**src/rtl/spi_fault_ctrl.sv**
```systemverilog
// spi_fault_ctrl: folds synchronized SPI status flags into sticky fault bits,
// captures the first fault, sequences an SPI shutdown and streams every
// latched fault bit exactly once as a {category, channel} record.
module spi_fault_ctrl #(
    parameter int N_CAT = 12,
    parameter int N_CH  = 8
) (
    input  logic                  aclk,
    input  logic                  aresetn,
    input  logic [N_CAT*N_CH-1:0] sts_in,
    input  logic                  spi_off,
    input  logic                  clear,
    output logic                  fault,
    output logic [3:0]            first_cat,
    output logic [2:0]            first_ch,
    output logic                  shutdown_req,
    output logic                  halted,
    output logic [15:0]           rec_data,
    output logic                  rec_valid,
    input  logic                  rec_ready
);

    typedef logic [N_CAT-1:0][N_CH-1:0] vec_t;
    typedef enum logic [1:0] {ST_RUN, ST_SHUTDOWN, ST_HALTED} state_t;

    state_t      r_state;
    vec_t        r_sticky;
    vec_t        r_reported;
    logic        r_fault;
    logic [3:0]  r_first_cat;
    logic [2:0]  r_first_ch;
    logic        r_clr_pend;
    logic        r_shutdown_req;
    logic        r_halted;
    logic [3:0]  r_cat_ptr;
    logic [15:0] r_rec_data;
    logic        r_rec_valid;

    vec_t            w_sts;
    vec_t            w_sticky_base;
    vec_t            w_new;
    vec_t            w_pend;
    logic [N_CH-1:0] w_pend_cat;
    logic            w_can_load;
    logic            w_apply;
    logic            w_fault_rise;
    logic            w_load;
    logic [2:0]      w_ld_ch;
    logic [6:0]      w_first;

    // Lowest set flat index, returned as {category, channel}.
    function automatic logic [6:0] lowest_flat(input vec_t v);
        logic [6:0] r;
        r = '0;
        for (int c = N_CAT - 1; c >= 0; c--) begin
            for (int h = N_CH - 1; h >= 0; h--) begin
                if (v[c][h]) r = {4'(c), 3'(h)};
            end
        end
        return r;
    endfunction

    // Lowest set channel within one category.
    function automatic logic [2:0] lowest_ch(input logic [N_CH-1:0] v);
        logic [2:0] r;
        r = '0;
        for (int h = N_CH - 1; h >= 0; h--) begin
            if (v[h]) r = 3'(h);
        end
        return r;
    endfunction

    // A clear is held off while shutting down or while a record is stalled,
    // so a record is never withdrawn before the consumer accepts it.
    always_comb begin
        w_sts         = sts_in;
        w_can_load    = !r_rec_valid || rec_ready;
        w_apply       = r_clr_pend && (r_state != ST_SHUTDOWN) && w_can_load;
        w_sticky_base = w_apply ? '0 : r_sticky;
        w_new         = w_sts & ~w_sticky_base;
        w_fault_rise  = !(r_fault && !w_apply) && (|w_new);
        w_first       = lowest_flat(w_new);
        w_pend        = r_sticky & ~r_reported;
        w_pend_cat    = w_pend[r_cat_ptr];
        w_ld_ch       = lowest_ch(w_pend_cat);
        w_load        = w_can_load && !w_apply && (|w_pend_cat);
    end

    // Sticky accumulation, first-fault capture and clear bookkeeping.
    always_ff @(posedge aclk) begin
        if (!aresetn) begin
            r_sticky    <= '0;
            r_fault     <= 1'b0;
            r_first_cat <= '0;
            r_first_ch  <= '0;
            r_clr_pend  <= 1'b0;
        end else begin
            r_sticky   <= w_sticky_base | w_sts;
            r_clr_pend <= clear || (r_clr_pend && !w_apply);
            if (w_apply) begin
                r_fault     <= 1'b0;
                r_first_cat <= '0;
                r_first_ch  <= '0;
            end
            // A fault arriving in the clear cycle wins over the clear.
            if (w_fault_rise) begin
                r_fault     <= 1'b1;
                r_first_cat <= w_first[6:3];
                r_first_ch  <= w_first[2:0];
            end
        end
    end

    // Shutdown sequencer with registered request/halted outputs.
    always_ff @(posedge aclk) begin
        if (!aresetn) begin
            r_state        <= ST_RUN;
            r_shutdown_req <= 1'b0;
            r_halted       <= 1'b0;
        end else begin
            case (r_state)
                ST_RUN: begin
                    if (w_fault_rise) begin
                        r_state        <= ST_SHUTDOWN;
                        r_shutdown_req <= 1'b1;
                    end
                end
                ST_SHUTDOWN: begin
                    if (spi_off) begin
                        r_state        <= ST_HALTED;
                        r_shutdown_req <= 1'b0;
                        r_halted       <= 1'b1;
                    end
                end
                ST_HALTED: begin
                    // A fresh fault in the clear cycle restarts the shutdown.
                    if (w_apply) begin
                        r_halted <= 1'b0;
                        if (w_fault_rise) begin
                            r_state        <= ST_SHUTDOWN;
                            r_shutdown_req <= 1'b1;
                        end else begin
                            r_state <= ST_RUN;
                        end
                    end
                end
                default: begin
                    r_state        <= ST_RUN;
                    r_shutdown_req <= 1'b0;
                    r_halted       <= 1'b0;
                end
            endcase
        end
    end

    // Round-robin record scanner; the pointer dwells on a category until empty.
    always_ff @(posedge aclk) begin
        if (!aresetn) begin
            r_reported  <= '0;
            r_cat_ptr   <= '0;
            r_rec_data  <= '0;
            r_rec_valid <= 1'b0;
        end else begin
            if (w_apply) begin
                r_reported <= '0;
            end else if (w_load) begin
                r_reported[r_cat_ptr][w_ld_ch] <= 1'b1;
            end
            if (w_load) begin
                r_rec_valid <= 1'b1;
                r_rec_data  <= {4'b0, r_cat_ptr, 5'b0, w_ld_ch};
            end else if (rec_ready) begin
                r_rec_valid <= 1'b0;
            end
            if (!w_load) begin
                if (r_cat_ptr == 4'(N_CAT - 1)) r_cat_ptr <= '0;
                else                            r_cat_ptr <= r_cat_ptr + 4'd1;
            end
        end
    end

    assign fault        = r_fault;
    assign first_cat    = r_first_cat;
    assign first_ch     = r_first_ch;
    assign shutdown_req = r_shutdown_req;
    assign halted       = r_halted;
    assign rec_data     = r_rec_data;
    assign rec_valid    = r_rec_valid;

endmodule

```
**config.mk**
```make
export PLATFORM = sky130hd
export DESIGN_NAME = spi_fault_ctrl
export DESIGN_NICKNAME = d
export VERILOG_FILES = /design/src/rtl/spi_fault_ctrl.sv
export SDC_FILE = /design/constraint.sdc
export NUM_CORES = 1
export LEC_CHECK = 0
export CAP_MARGIN = 20
export CORE_ASPECT_RATIO = 0.9
export CORE_MARGIN = 2
export CORE_UTILIZATION = 51
export CTS_BUF_LIST = sky130_fd_sc_hd__clkbuf_16
export DETAILED_ROUTE_END_ITERATION = 8
export PLACE_DENSITY = 0.76
export SLEW_MARGIN = 0
export SYNTH_ARGS = -nofsm -noshare
export SYNTH_HDL_FRONTEND = slang
export SYNTH_SLANG_ARGS = --single-unit
```
**constraint.sdc**
```tcl
create_clock -name aclk -period 2.92 [get_ports aclk]
set_input_delay 0.584 -clock aclk [delete_from_list [all_inputs] [get_ports aclk]]
set_output_delay 0.584 -clock aclk [all_outputs]
set_load 0.03 [all_outputs]
```
======== Word level (Yosys, flattened, before mapping) ========
Index checks and enable logic that the tools add are counted.
word-level totals
  output and inout port bits .............. 27
  logic and storage cells ................. 208
  input bits .............................. 101
  register bits ........................... 217
operators by class
  $add $sub $neg .......................... 1
  bitwise operators ....................... 8
  equal/unequal tests ..................... 7
  magnitude comparators ................... 4
  multiplexer cells ....................... 131
  reduce and logical (&&, ||, !) cells .... 23
operators by type and width
  operator                                                                             number
  7-bit 2-to-1 mux                                                                     96
  96-bit AND                                                                           2
  96-bit inverter                                                                      2
  96-bit OR                                                                            2
  96-bit 2-to-1 mux                                                                    1
  96-bit OR reduction                                                                  1
  8-bit binary-select mux with 4-bit select                                            1
  8-bit demux with 4-bit select                                                        1
  3-bit 2-to-1 mux                                                                     10
  8-bit 2-to-1 mux                                                                     2
  4-bit 2-to-1 mux                                                                     3
  1-bit 2-to-1 mux                                                                     10
  1-bit logical AND                                                                    9
  8-bit OR reduction                                                                   1
  2-bit 2-to-1 mux                                                                     3
  2-bit inequality test, second input constant                                         3
  1-bit one-hot mux with 3 select lines                                                2
  2-bit one-hot mux with 3 select lines                                                1
  3-bit AND reduction                                                                  2
  4-bit by 5-bit less-than comparator with 1-bit output, second input constant         1
  4-bit by 1-bit adder with 4-bit output, second input constant                        1
  4-bit equality test, second input constant                                           1
  4-bit by 1-bit greater-or-equal comparator with 1-bit output, second input constant  1
  3-bit by 4-bit less-than comparator with 1-bit output, second input constant         1
  other kinds (12)                                                                     17

======== Logic depth before layout (Yosys ltp) ========
  depth in word-level cells ............... 103
  mapped depth ............................ 14
  depth with buffers taken out ............ 9

======== Worst setup path before layout ========
No wires, ideal clock.
  path type ............................... input-to-reg
  from .................................... input port rec_ready
  to ...................................... register r_first_ch[0] (netlist: first_ch[0])
  arrival time ............................ 2790 ps
  stages on the path ...................... 10
  buffers on the path ..................... 1
  slack ................................... 11 ps
  setup time .............................. 119 ps
  required time ........................... 2801 ps
  cells stage by stage .................... nand2b_1 clkbuf_1 a41oi_1 nand2b_4 or4b_4 nor4_4 a41oi_4 and3_1 o21ai_1 o21ai_1
between the ends
  cells in the longest elaborated chain, start to end .. 102
  elaborated cells on any way between the ends .. 108
  those cells by class .................... 98 x mux; 2 x bitwise; 8 x reduce/logical
ends and longest elaborated chain
  what                            line  source
  start, declared                 20    input logic rec_ready
  1-bit logical OR *              77    w_can_load = !r_rec_valid || rec_ready;
  1-bit logical AND *             78    w_apply = r_clr_pend && (r_state != ST_SHUTDOWN) && w_can_load;
  96-bit 2-to-1 mux               79    w_sticky_base = w_apply ? '0 : r_sticky;
  96-bit inverter                 80    w_new = w_sts & ~w_sticky_base;
  96-bit AND                      80
  7-bit 2-to-1 mux (96 in a row)  57    if (v[c][h]) r = {4'(c), 3'(h)};
  3-bit 2-to-1 mux                106   if (w_fault_rise) begin
  end signal, assigned            109   r_first_ch <= w_first[2:0];
  end, declared                   31    logic [2:0] r_first_ch;
Mark *: on every way between the ends. The rest lies on a longest branch, timed or not.
A chain may end at the register's enable or synchronous reset.

======== Worst setup path in the final report ========
  from .................................... register r_cat_ptr[0]
  to ...................................... register r_reported[94] (netlist bit)
between the ends
  cells in the longest elaborated chain, start to end .. 17
  elaborated cells on any way between the ends .. 23
  those cells by class .................... 4 x order compare; 14 x mux; 1 x bitwise; 4 x reduce/logical
ends and longest elaborated chain
  what                                                                                                                                                         line  source
  start, declared                                                                                                                                              35    logic [3:0] r_cat_ptr;
  start signal, assigned                                                                                                                                       177   else r_cat_ptr <= r_cat_ptr + 4'd1;
  8-bit binary-select mux with 4-bit select                                                                                                                    84    w_pend_cat = w_pend[r_cat_ptr];
  8-bit 2-to-1 mux (not written as such)                                                                                                                       84
  3-bit 2-to-1 mux (8 in a row)                                                                                                                                68    if (v[h]) r = 3'(h);
  3-bit by 4-bit less-than comparator with 1-bit output (not written as such) or 3-bit by 1-bit greater-or-equal comparator with 1-bit output (tied branches)  167   r_reported[r_cat_ptr][w_ld_ch] <= 1'b1;
  1-bit logical AND (not written as such)                                                                                                                      167
  1-bit 2-to-1 mux (not written as such)                                                                                                                       167
  1-bit demux with 3-bit select                                                                                                                                167
  8-bit 2-to-1 mux (not written as such)                                                                                                                       167
  8-bit demux with 4-bit select                                                                                                                                167
  96-bit OR (no line)                                                                                                                                          -
  end signal, assigned                                                                                                                                         159   r_reported <= '0;
  end signal, assigned                                                                                                                                         165   r_reported <= '0;
  end signal, assigned by index                                                                                                                                167
  end, declared                                                                                                                                                28    vec_t r_reported;
Parallel ways exist; a longest one is shown, timed or not. The select of a mux whose other input is x is not followed.

==> results.cfg <==
[placement]
post-place-cells = 1951
dp_hpwl_um = 32800
gp_congestion = 1.07
pre_cts_ws_ns = -0.692
placed_area_um2 = 14600
io_buffers = 118

[route]
drtIter0Drc = 1407
wl_um = 44300
ant_nets = 0
vias_per_cell = 6.18
dr.pass1.iters = 6
wl_per_cell_um = 22.1
num_vias = 12400
drc = 0

[synth]
synth_mux_area_share_pct = 1.60
synth_top_family_by_area = compound AO/OA/AOI/OAI gates
synth.top_cell.area_share_pct = 38.1
synth_area_leaders = dfxtp_1 38%, a21oi_1 6.0%, a21boi_0 5.1%
ys_types = 77
syn_area_per_cell_um2 = 8.22
synth_largest_area_cell = dfxtp_1
ys.warnings.count = 0
seq_area_frac_synth_pct = 38.1
synth_area_um2 = 11400
synthArstFlopShare_pct = 0
synth_compound_area_share_pct = 33.3
synth-simple-area-share_pct = 17.9
ys_seq_elements = 217
synth_xor_area_share_pct = 0
synth_edf_count = 0
synthCells = 1386
synth-adder-area-share_pct = 0.439
synth_ff_type = dfxtp_1

[final_layout]
areaGrowthSynthToFinish_pct = 38.4
final_cell_area_um2 = 15800
fin_cells = 2007
drive_gt1_share_pct = 21.6
fin_nets = 1803
fill_cells = 1693

[setup_path]
endpoint_kind = flip-flop
crit_required_ns = 3.38
path_max_fanout = 18
cp.arrival_ns = 3.35
worst-setup-path-type = flip-flop to flip-flop
start_kind = flip-flop

[grt]
groute.usage.overall_pct = 35.8
gr-total-overflow = 0
grt_pass1_wl_um = 66000
grt_max_degree = 74
grt_pass1_vias = 11700
antenna_found_initial = 4

[timing]
holdWs_ns = 0.460
clock_skew_ns = 0.0216
hold_viol_final = 0
worst_slack_ns = 0.0271
fin_crit_ns = 2.89
fin_crit_sh_pct = 99.1
finalSetupViolations = 0
maxSlewViolCount = 0
relSlewSlack_pct = 60.6
tightest_slew_ns = 0.591
max_freq_mhz = 346

[power_and_ir_drop]
powerDensity_nw_per_um2 = 578
finalPower_mw = 9.11
leakagePower_nw = 6.55
ir_worst_vdd_uv = 465

[run_status]
status = complete, no violations

[die]
die_y_um = 146
dieArea_um2 = 23500
rows = 51
die_x_um = 162
start_util_pct = 52.3
ios = 128
core-area_um2 = 21800

[worst_hold_path]
hold_class = flip-flop to flip-flop

[cts]
worstSkewPairLatency_ns = 0.54
clk_pin_slew_worst_paths_ns = 0.06
clock_path_buffers = 3
cts_tree = yes
numCtsBuffers = 24
cts.sinks = 217
cts_root_buf = clkbuf_16
h-tree-depth = 1
cts_hold_buf = 0

[flow_run]
maxCapViolations = 0
final cells by class:
| type | instances | area, um^2 | share of cell area [%] |
|---|---|---|---|
| Multi-Input combinational cell | 954 | 6330 | 40.2 |
| Timing Repair Buffer | 385 | 3490 | 22.2 |
| Antenna cell | 1 | 2.50 | 0.0159 |
| Clock buffer | 24 | 601 | 3.81 |
| Tap cell | 291 | 364 | 2.31 |
| Clock inverter | 19 | 174 | 1.10 |
| Inverter | 116 | 443 | 2.81 |
| Sequential cell | 217 | 4350 | 27.6 |
logic make-up after synthesis:
| kind of cell | Yosys count |
|---|---|
| mux | 12 |
| other cells | 1 |
| compound gates | 532 |
| buf+inv | 223 |
| flops | 217 |
| fa+ha+maj | 4 |
| simple gates | 397 |
critical path, cell delays in order, from the launching register on:
cell and delay, ns:
dfxtp_4 0.40, buf_12 0.17, o311ai_0 0.52, a32o_1 0.30
a31o_1 0.14, and4bb_2 0.30, a211oi_4 0.25, buf_12 0.18
and3_1 0.24, buf_12 0.14, a21oi_1 0.06, nor2_1 0.09
flip-flops by register name, indices dropped and copies added, names as in the netlist:
| name | count |
|---|---|
| r_state | 2 |
| first_cat | 4 |
| r_clr_pend | 1 |
| shutdown_req | 1 |
| rec_data | 7 |
| fault | 1 |
| halted | 1 |
| r_sticky | 96 |
| r_reported | 96 |
| first_ch | 3 |
| r_cat_ptr | 4 |
| rec_valid | 1 |
Yosys cell counts (10+ instances only):
library cell  instances
clkbuf_1             45
a21boi_0             78
a22oi_1              28
nand3b_1             17
a41oi_1              10
and3_1               19
o21ai_0              28
o21a_1               18
nand4_1              14
inv_1               114
nand3_1              17
dfxtp_1             217
o311ai_0             17
nor2b_1              83
buf_4                16
nand2_1              65
a32oi_1              17
o31a_1               10
buf_2                36
a221oi_1             15
nor2_1              140
a22o_1               11
o31ai_1              65
a21oi_1             136
where the power goes:
| part | internal [mW] | leakage (nW) | switching [mW] | total (mW) |
|---|---|---|---|---|
| sequential | 3.12 | 1.78 | 0.188 | 3.31 |
| combinational | 1.28 | 4.38 | 1.50 | 2.77 |
| clock | 1.76 | 0.389 | 1.27 | 3.03 |
final timing paths:
| path | start | to | slack (ns) | depth (start not counted) |
|---|---|---|---|---|
| max reg2reg | r_cat_ptr[0] | r_reported[94] | 0.03 | 11 |
| max | r_cat_ptr[0] | r_reported[94] | 0.03 | 11 |
| min | r_reported[9] | r_reported[9] | 0.46 | 2 |
| min reg2reg | r_reported[9] | r_reported[9] | 0.46 | 2 |
layout by cell type, fill, tap and decap left out, types with 8 or more instances in the layout:
cell	count
nand2_1	64
a32oi_1	16
dfxtp_1	214
a31oi_1	8
buf_4	243
a221oi_1	12
a22oi_1	24
a32o_1	8
a41oi_1	8
o21ai_0	26
nand3b_1	17
o31ai_1	56
clkdlybuf4s50_1	116
o31a_1	10
clkbuf_16	27
o311ai_0	12
buf_12	18
inv_1	117
a21boi_0	76
a22o_1	11
nor2_1	138
a21oi_1	134
o21a_1	18
nand2b_1	8
and2_1	8
o31ai_2	9
nor2b_1	79
nand4_1	14
nand3_1	16
o211ai_1	8
conb_1	9
and3_1	18
repair_timing:
item,CTS,global route
hold endpoints to repair,0,0
resized for setup,7,63
endpoints found under the setup margin,37,113
pin swaps,1,9
buffers inserted,1,8
cloned,0,3
layer usage:
metal  GRT usage [%]  routed length [um]  up-vias
li1                -                   -     5635
met1            49.8               17800     5862
met2            55.1               19200      763
met3            7.35                5530      133
met4            12.3                1700        2
met5               0                  13        -
per-stage QoR:
step / setup TNS [ns] / util, %
3_5_place_dp: -6.27 / 67.0
4_1_cts: 0 / 70.7
2_1_floorplan: 0 / -
5_1_grt: -0.00967 / 72.4
3_3_place_gp: -5.61 / 67.0
6_report: 0 / 72.4
No activity file was read; power rests on OpenSTA's default activity.
